$ cat src/rtl/seq_det_pkg.sv
// rtl/seq_det_pkg.sv - shared defaults, width helpers and step type for the lamp sequence detector
package seq_det_pkg;

    localparam int DEF_N_LAMPS = 3;
    localparam int DEF_SEQ_LEN = 3;
    localparam int DEF_TIMEOUT = 16;
    localparam int DEF_STICKY  = 0;

    // Largest supported sequence; the internal step register is sized for it.
    localparam int MAX_SEQ_LEN = 8;
    localparam int STEP_REG_W  = $clog2(MAX_SEQ_LEN + 1);
    localparam int STEP_SPAN   = 2 ** STEP_REG_W;

    // Idle counter width covers the full TIMEOUT range 1..255.
    localparam int IDLE_W = 8;

    typedef logic [STEP_REG_W-1:0] step_t;

    // Width of the step output: positions 0..seq_len.
    function automatic int step_width(input int seq_len);
        return $clog2(seq_len + 1);
    endfunction

    // Width of the slot index: slots 0..seq_len-1.
    function automatic int slot_width(input int seq_len);
        return $clog2(seq_len);
    endfunction

    localparam int DEF_STEP_W = step_width(DEF_SEQ_LEN);
    localparam int DEF_SLOT_W = slot_width(DEF_SEQ_LEN);

endpackage

$ cat src/rtl/seq_timeout_ctr.sv
// rtl/seq_timeout_ctr.sv - idle counter that flags when a step has been held too long
module seq_timeout_ctr
    import seq_det_pkg::*;
#(
    parameter int TIMEOUT = DEF_TIMEOUT
) (
    input  logic clk,
    input  logic reset,
    input  logic reload,
    input  logic enable,
    output logic expired
);

    localparam logic [IDLE_W-1:0] LIMIT = IDLE_W'(TIMEOUT);

    logic [IDLE_W-1:0] cnt;

    // Count hold cycles, restarting whenever the step moves; stop at the limit.
    always_ff @(posedge clk or posedge reset) begin
        if (reset) begin
            cnt <= '0;
        end else if (reload) begin
            cnt <= '0;
        end else if (enable && (cnt < LIMIT)) begin
            cnt <= cnt + 1'b1;
        end
    end

    assign expired = (cnt >= LIMIT);

endmodule

$ cat src/rtl/seq_detector_param.sv
// rtl/seq_detector_param.sv - programmable one-hot lamp sequence detector with timeout and hit counter
module seq_detector_param
    import seq_det_pkg::*;
#(
    parameter int N_LAMPS = DEF_N_LAMPS,
    parameter int SEQ_LEN = DEF_SEQ_LEN,
    parameter int TIMEOUT = DEF_TIMEOUT,
    parameter int STICKY  = DEF_STICKY
) (
    input  logic                               clk,
    input  logic                               reset,
    input  logic [N_LAMPS-1:0]                 lamps,
    input  logic                               cfg_we,
    input  logic [slot_width(SEQ_LEN)-1:0]     cfg_slot,
    input  logic [$clog2(N_LAMPS)-1:0]         cfg_lamp,
    input  logic                               clear,
    output logic                               alarme,
    output logic [step_width(SEQ_LEN)-1:0]     step,
    output logic [7:0]                         hits
);

    localparam int    STEP_W = step_width(SEQ_LEN);
    localparam int    LAMP_W = $clog2(N_LAMPS);
    localparam step_t LAST   = step_t'(SEQ_LEN);

    logic [LAMP_W-1:0]    seq [SEQ_LEN];
    logic [SEQ_LEN-1:0]   match;
    logic [STEP_SPAN-1:0] match_ext;
    step_t                step_q;
    step_t                step_d;
    step_t                step_m1;
    logic                 cfg_ok;
    logic                 in_mid;
    logic                 expired;
    logic                 advance;
    logic                 hold_prev;
    logic                 entering_last;
    logic [7:0]           hits_q;

    // A slot matches only when exactly its stored lamp is on and nothing else.
    always_comb begin
        match = '0;
        for (int i = 0; i < SEQ_LEN; i++) begin
            match[i] = (lamps == (N_LAMPS'(1) << seq[i]));
        end
    end

    assign match_ext = {{(STEP_SPAN - SEQ_LEN){1'b0}}, match};
    assign cfg_ok    = cfg_we && (int'(cfg_slot) < SEQ_LEN) && (int'(cfg_lamp) < N_LAMPS);
    assign in_mid    = (step_q != '0) && (step_q < LAST);

    // Next step: clear, then slot write, then timeout, then the lamp rules.
    always_comb begin
        step_d    = step_q;
        step_m1   = step_q - step_t'(1);
        advance   = (step_q < LAST) && match_ext[step_q];
        hold_prev = (step_q != '0) && match_ext[step_m1];
        if (clear || cfg_ok || (in_mid && expired)) begin
            step_d = '0;
        end else if (advance) begin
            step_d = step_q + step_t'(1);
        end else if (hold_prev) begin
            step_d = step_q;
        end else if (match[0]) begin
            step_d = step_t'(1);
        end else begin
            step_d = '0;
        end
    end

    assign entering_last = (step_d == LAST) && (step_q != LAST);

    // Step position and saturating detection count.
    always_ff @(posedge clk or posedge reset) begin
        if (reset) begin
            step_q <= '0;
            hits_q <= '0;
        end else begin
            step_q <= step_d;
            if (entering_last && (hits_q != 8'hFF)) begin
                hits_q <= hits_q + 8'd1;
            end
        end
    end

    // Sequence table; reset restores the identity-like default ordering.
    always_ff @(posedge clk or posedge reset) begin
        if (reset) begin
            for (int i = 0; i < SEQ_LEN; i++) begin
                seq[i] <= LAMP_W'(i % N_LAMPS);
            end
        end else if (cfg_ok && !clear) begin
            seq[cfg_slot] <= cfg_lamp;
        end
    end

    seq_timeout_ctr #(
        .TIMEOUT (TIMEOUT)
    ) u_timeout (
        .clk     (clk),
        .reset   (reset),
        .reload  (step_d != step_q),
        .enable  (in_mid),
        .expired (expired)
    );

    generate
        if (STICKY != 0) begin : g_sticky
            logic alarm_q;

            // Latched alarm: set on arrival at the last step, dropped only by clear.
            always_ff @(posedge clk or posedge reset) begin
                if (reset) begin
                    alarm_q <= 1'b0;
                end else if (clear) begin
                    alarm_q <= 1'b0;
                end else if (entering_last) begin
                    alarm_q <= 1'b1;
                end
            end

            assign alarme = alarm_q;
        end else begin : g_level
            assign alarme = (step_q == LAST);
        end
    endgenerate

    assign step = step_q[STEP_W-1:0];
    assign hits = hits_q;

endmodule

$ cat config.mk
export PLATFORM = sky130hd
export DESIGN_NAME = seq_detector_param
export DESIGN_NICKNAME = d
export VERILOG_FILES = /design/src/rtl/seq_det_pkg.sv /design/src/rtl/seq_timeout_ctr.sv /design/src/rtl/seq_detector_param.sv
export SDC_FILE = /design/constraint.sdc
export NUM_CORES = 1
export LEC_CHECK = 0
export ABC_AREA = 1
export CAP_MARGIN = 0
export CELL_PAD_IN_SITES_DETAIL_PLACEMENT = 0
export CELL_PAD_IN_SITES_GLOBAL_PLACEMENT = 1
export CORE_MARGIN = 5
export CORE_UTILIZATION = 36
export DETAILED_ROUTE_END_ITERATION = 10
export GPL_TIMING_DRIVEN = 0
export HOLD_SLACK_MARGIN = 0.03
export PLACE_DENSITY_LB_ADDON = 0.1
export SYNTH_ARGS = -nofsm -noshare
export SYNTH_HDL_FRONTEND = slang
export SYNTH_SLANG_ARGS = --single-unit
export TNS_END_PERCENT = 5
$ cat constraint.sdc
create_clock -name clk -period 1.9 [get_ports clk]
set_input_delay 0.38 -clock clk [delete_from_list [all_inputs] [get_ports clk]]
set_output_delay 0.38 -clock clk [all_outputs]
set_load 0.05 [all_outputs]
* Yosys cells after proc, flatten, opt, wreduce, memory -nomap -nowiden
Cells that the tools add are included.
** Storage, ports and cells
- Output and inout bits :: 11
- Register bits after elaboration :: 26
- Word-level logic and storage cells :: 60
- Bits of input ports :: 11
** Cells by class
- Multiplexer cells :: 13
- Bitwise logic cells :: 1
- Eq/ne operators :: 8
- Shift-type cells :: 3
- Reductions and logical operators :: 16
- Magnitude comparators :: 9
- $add $sub $neg :: 4
** Operator list (count)
- adder 8 x 1 -> 8 bit, second input constant :: 2
- 2-to-1 mux 8 bit :: 2
- 2-to-1 mux 4 bit :: 3
- logical AND 1 bit :: 11
- < comparator 4 x 5 -> 1 bit, second input constant :: 2
- == test 3 bit :: 3
- left shift 1 x 2 -> 3 bit, first input constant :: 3
- binary-select mux 1 bit (select 4 bit) :: 2
- == test 4 x 2 -> 1 bit, second input constant :: 2
- greater-or-equal comparator 8 x 5 -> 1 bit, second input constant :: 1
- < comparator 8 x 5 -> 1 bit, second input constant :: 1
- != test 8 bit, second input constant :: 1
- bitwise mux 6 bit :: 1
- adder 4 x 1 -> 4 bit, second input constant :: 1
- demux 2 bit (select 2 bit) :: 1
- < comparator 2 bit, second input constant :: 2
- < comparator 4 x 2 -> 1 bit, second input constant :: 1
- != test 4 x 2 -> 1 bit, second input constant :: 1
- != test 4 bit :: 1
- nonzero test 4 bit :: 1
- subtractor 4 x 1 -> 4 bit, second input constant :: 1
- greater-or-equal comparator 3 bit, second input constant :: 1
- < comparator 3 x 1 -> 1 bit, second input constant :: 1
- 2-to-1 mux 1 bit :: 3
- other kinds (5) :: 6

* Depth between registers and ports, before layout
- Depth in word-level cells :: 11
- Mapped depth :: 16

* By module
From an unflattened synthesis, not the netlist that was laid out.
** Unflattened totals
- Cells, all modules :: 246
- Area total of the unflattened synthesis :: 1791.7 sq um
** Modules (own cells, without submodules)
- seq_detector_param :: times used 1, cells an instance 198, area an instance 1388.8 sq um, sequential area each 452.9 sq um
- seq_timeout_ctr :: times used 1, cells an instance 48, area an instance 402.9 sq um, sequential area each 200.2 sq um

* Worst setup path after synthesis
No wires, ideal clock.
- Path type :: register to register
- Start point :: register step_q[1]
- End point :: register hits_q[2] (netlist: hits[2])
- Period minus slack after synthesis :: 2.062 ns
- Arrival :: 1.997 ns
- Setup time :: 0.066 ns
- Path buffers :: 0
- Path slack :: -0.162 ns
- Stages on the path, launching flop included :: 12
- Data required time :: 1.834 ns
- Cell sequence :: dfrtp_1 -> ha_1 -> inv_1 -> nor2_1 -> inv_1 -> nand2_1 -> inv_1 -> nand3_2 -> nor2_8 -> nand2_4 -> nand2_1 -> nand2_1
** On the way
- Longest elaborated chain between the ends :: 10
** Ends and longest elaborated chain
- from (decl) :: line seq_detector_param.sv:29 : step_t step_q;
- from (signal assigned) :: line seq_detector_param.sv:79 : step_q <= step_d;
- subtractor 4 x 1 -> 4 bit :: line seq_detector_param.sv:55 : step_m1 = step_q - step_t'(1);
- binary-select mux 1 bit (select 4 bit) :: line seq_detector_param.sv:57 : hold_prev = (step_q != '0) && match_ext[step_m1];
- 2-to-1 mux 1 bit (implied by the code) :: line seq_detector_param.sv:57
- logical AND 1 bit :: line seq_detector_param.sv:57
- 2-to-1 mux 4 bit :: line seq_detector_param.sv:62 : end else if (hold_prev) begin
- 2-to-1 mux 4 bit :: line seq_detector_param.sv:60 : end else if (advance) begin
- 2-to-1 mux 4 bit :: line seq_detector_param.sv:58 : if (clear || cfg_ok || (in_mid && expired)) begin
- == test 4 x 2 -> 1 bit :: line seq_detector_param.sv:71 : assign entering_last = (step_d == LAST) && (step_q != LAST);
- logical AND 1 bit (*) :: line seq_detector_param.sv:71
- logical AND 1 bit (*) :: line seq_detector_param.sv:80 : if (entering_last && (hits_q != 8'hFF)) begin
- to (signal assigned) :: line seq_detector_param.sv:81 : hits_q <= hits_q + 8'd1;
- to (decl) :: line seq_detector_param.sv:38 : logic [7:0] hits_q;
Mark *: on every way between the ends. The rest lies on a longest branch, timed or not. The select of a mux whose other input is x is not followed.
A chain may end at the register's enable or synchronous reset.

* Worst setup path in the final report
- Start point :: register step_q[0]
- End point :: register u_timeout.cnt[0]
** On the way
- Longest elaborated chain between the ends :: 9
** Ends and longest elaborated chain
- subtractor 4 x 1 -> 4 bit :: line seq_detector_param.sv:55
- binary-select mux 1 bit (select 4 bit) :: line seq_detector_param.sv:57
- 2-to-1 mux 1 bit (implied by the code) :: line seq_detector_param.sv:57
- logical AND 1 bit :: line seq_detector_param.sv:57
- 2-to-1 mux 4 bit :: line seq_detector_param.sv:62
- 2-to-1 mux 4 bit :: line seq_detector_param.sv:60
- 2-to-1 mux 4 bit :: line seq_detector_param.sv:58
- != test 4 bit :: line seq_detector_param.sv:102 : .reload (step_d != step_q),
- 2-to-1 mux 8 bit or nonzero test 2 bit (tied branches)
- to (signal assigned) :: line seq_timeout_ctr.sv:25 : cnt <= cnt + 1'b1;
- to (decl) :: line seq_timeout_ctr.sv:16 : logic [IDLE_W-1:0] cnt;
Parallel ways exist; a longest one is shown, timed or not. The select of a mux whose other input is x is not followed.

==> results.md <==
- Status: finished with violations
- Failing checks: setup timing
- Initial antenna violation count: 0
- Mapped cell area: 1780 um2
- Starting DRT DRC Count: 60
- CP Launch Type: flop
- Final Hold Violating Endpoints: 0
- Critical-path cell list: clkinv_4 -> ha_4 -> xnor2_2 -> o211ai_1 -> a21oi_4 -> nand3_2 -> nand2_2 -> nand2_2 -> nand2_1 -> nand2_1 -> nor2_2 -> nand2_4 -> nor2_2
- # clock sinks: 26
- Top FF cell, synth: dfrtp_1
- Nets: 284
- Area Overhead vs Synth: 26.6%
- Layout cells sized above 1: 24.1%
- Fmax: 492 MHz
- Critical Path RT: 2.11 ns
- Power share of the combinational group: 53.5%
- CP Class: reg2reg
- Post-Place Setup Slack: -0.534 ns
- Worst-Margin Slew: 0.995 ns
- Synthesized instance count: 235
- LEAKAGE: 1.21 nW
- Router iterations before antenna repair: 4
- Clock latency on the worst-skew pair: 0.27 ns
- CTS tree: built
- Post-synth top area cell: dfrtp_1
- RSZ-0062 raised after global routing: true
- Global-route wire length before repair: 6480 um
- Hpwl dp: 2730 um
- Placeable Area: 4750 um2
- Top area cells in the synthesized netlist: dfrtp_1 34%, nand2_1 13%, inv_1 7.6%
- Share of the yosys chip area belonging to registers: 36.8%
- Drt total wl: 3670 um
- Initial Util: 37.3%
- Die area: 6440 um2
- Die Ht: 80.2 um
- Routed Antenna Nets: 0
- Maximum VDD drop: 0.000446 V
- Commonest cells in the netlist: 63 x nand2_1, 36 x inv_1, 24 x dfrtp_1
- Synth unique cells: 30
- N_diodes: 0
- Design area: 2250 um2
- CTS Buf Count: 3
- # hold bufs at CTS: 0
- Root Buffer: clkbuf_8
- Flops & latches, synth: 26
- NetSw: 1.05 mW
- Final setup margin: -0.134 ns
- CP max stage cell: dfrtp_2
- DP Area: 2070 um2
- Number of synthesis warnings: 0
- Slowest stage delay, CP: 0.47 ns
- Total grt overflow: 0
- CP endpoint kind: flop
- Die X-Extent: 80.2 um
- Worst hold path class: reg2reg
- Clk network pwr share: 14.0%
- Min Hold Slack: 0.507 ns
- Mean Syn Cell Area: 7.56 um2
- Pin count of the biggest net entering global routing: 27
- Sw Ratio: 45.4%
- GRT Overall Usage: 12.6%
- Fin crit period: 2.03 ns
- Vias per std cell: 4.45
- Ys async rst share: 100%
- Row cnt: 25
- PortBufs: 21
- Clk slew on worst S/H paths: 0.10 ns
- Final Max Slew Viols: 0
- Int Power: 1.26 mW
- Share of the synthesized area in the top cell type: 33.8%
- Slew headroom: 33.6%
- Drt drc: 0
- Arr. time, crit path: 2.25 ns
- Post-synth EDFFs: 0
- Final setup viols: 16
- Seq pwr share: 32.4%
- Max-Cap Viols: 0
- Power per Cell Area: 1020 nW/um2
- Num ports: 22
- H-tree depth: 1
- CP Max Fanout: 8
- Vias in the first global route: 1440
- Most numerous cell in the Yosys netlist: nand2_1
- Clk buf depth: 2
- Clock Skew: 0.00942 ns
- Syn_nets: 252
- Gp weighted congestion: 0.736
- Vias: 1483
- Routed len/inst: 11.0 um
- Fin crit share: 107%
-- cell families after synthesis --
logic type / synth area share (%)
AND/OR/NAND/NOR: 38.8
buffers and inverters: 9.30
flip-flops: 36.8
XOR/XNOR: 4.93
AO/OA/AOI/OAI: 5.99
adder cells (fa/ha/maj): 4.23
-- placed cells by master (no fill, tap or decap), drive strengths merged --
| cell type | count |
|---|---|
| dfstp | 2 |
| clkinv | 2 |
| nand3b | 2 |
| o211ai | 2 |
| dfrtp | 24 |
| nor4 | 1 |
| a21oi | 5 |
| nand2 | 70 |
| xor2 | 7 |
| clkdlybuf4s50 | 8 |
| ha | 6 |
| or2 | 1 |
| nand4 | 4 |
| o22ai | 1 |
| nand3 | 28 |
| buf | 10 |
| nor3b | 1 |
| o21ai | 9 |
| clkbuf | 4 |
| dlygate4sd2 | 7 |
| dlymetal6s2s | 4 |
| nor2 | 25 |
| nor3 | 1 |
| a21o | 1 |
| xnor2 | 3 |
| inv | 38 |
-- worst max-delay path: cells and delay by family, from the launching register on --
kind / cells / cell delay (ns)
compound gates: 2 / 0.33
xor+xnor: 1 / 0.11
fa+ha+maj: 1 / 0.17
simple gates: 8 / 0.78
buf+inv: 1 / 0.11
flops: 1 / 0.47
-- power by group through the flow --
stage                     Combinational [mW]  Sequential (mW)  Clock, mW
after floorplan                        0.785            0.802          0
after detailed placement                1.07            0.764          0
after CTS                               1.09            0.756      0.338
after global routing                    1.38            0.766      0.357
after global placement                  1.07            0.768          0
final                                   1.23            0.747      0.324
-- metal layers --
layer	global-route usage [%]	part of all wire, %	vias up
met3	2.13	2.6	2
met2	20.4	49	17
met1	17.0	48	670
met4	4.05	0.74	0
met5	0	0	-
li1	-	-	794
-- per-stage QoR --
stage	util (%)	setup TNS, ns	cells	power (mW)
6_report	47.3	-1.70	333	2.30
2_1_floorplan	-	0	235	1.59
5_1_grt	47.3	-4.37	333	2.50
3_3_place_gp	43.6	-8.77	323	1.84
3_5_place_dp	43.6	-8.32	323	1.84
4_1_cts	45.0	-2.41	329	2.18
-- sequential cells by signal (all words and copies together), names as in the netlist --
signal / flops
step_q: 4
seq: 6
u_timeout.cnt: 8
hits: 8
-- path summary, 6_finish.rpt --
kind,startpoint,end,slack [ns],cells after the start
min,hits[6],hits[6],0.51,2
max,step_q[0],u_timeout.cnt[0],-0.13,13
max reg2reg,step_q[0],u_timeout.cnt[0],-0.13,13
min in group asynchronous,reset,hits[4],0.63,2
max in group asynchronous,reset,step_q[0],0.59,2
min reg2reg,hits[6],hits[6],0.51,2
-- repair_timing --
action / 4_1_cts / 5_1_grt
gates resized for setup: 17 / 20
hold endpoints to repair: 0 / 0
setup buffers: 2 / 4
pin swaps: 3 / 12
endpoints found under the setup margin: 24 / 20
-- layout make-up --
type | count | area [um2]
clock buffers | 4 | 45.0
plain buffers | 2 | 15.0
well taps | 67 | 83.8
flip-flops and latches | 26 | 656
inverters | 40 | 155
fillers | 525 | 2510
multi-input cells | 167 | 1030
repair buffers | 27 | 265
Note: power is estimated with default switching activity, not from simulation.
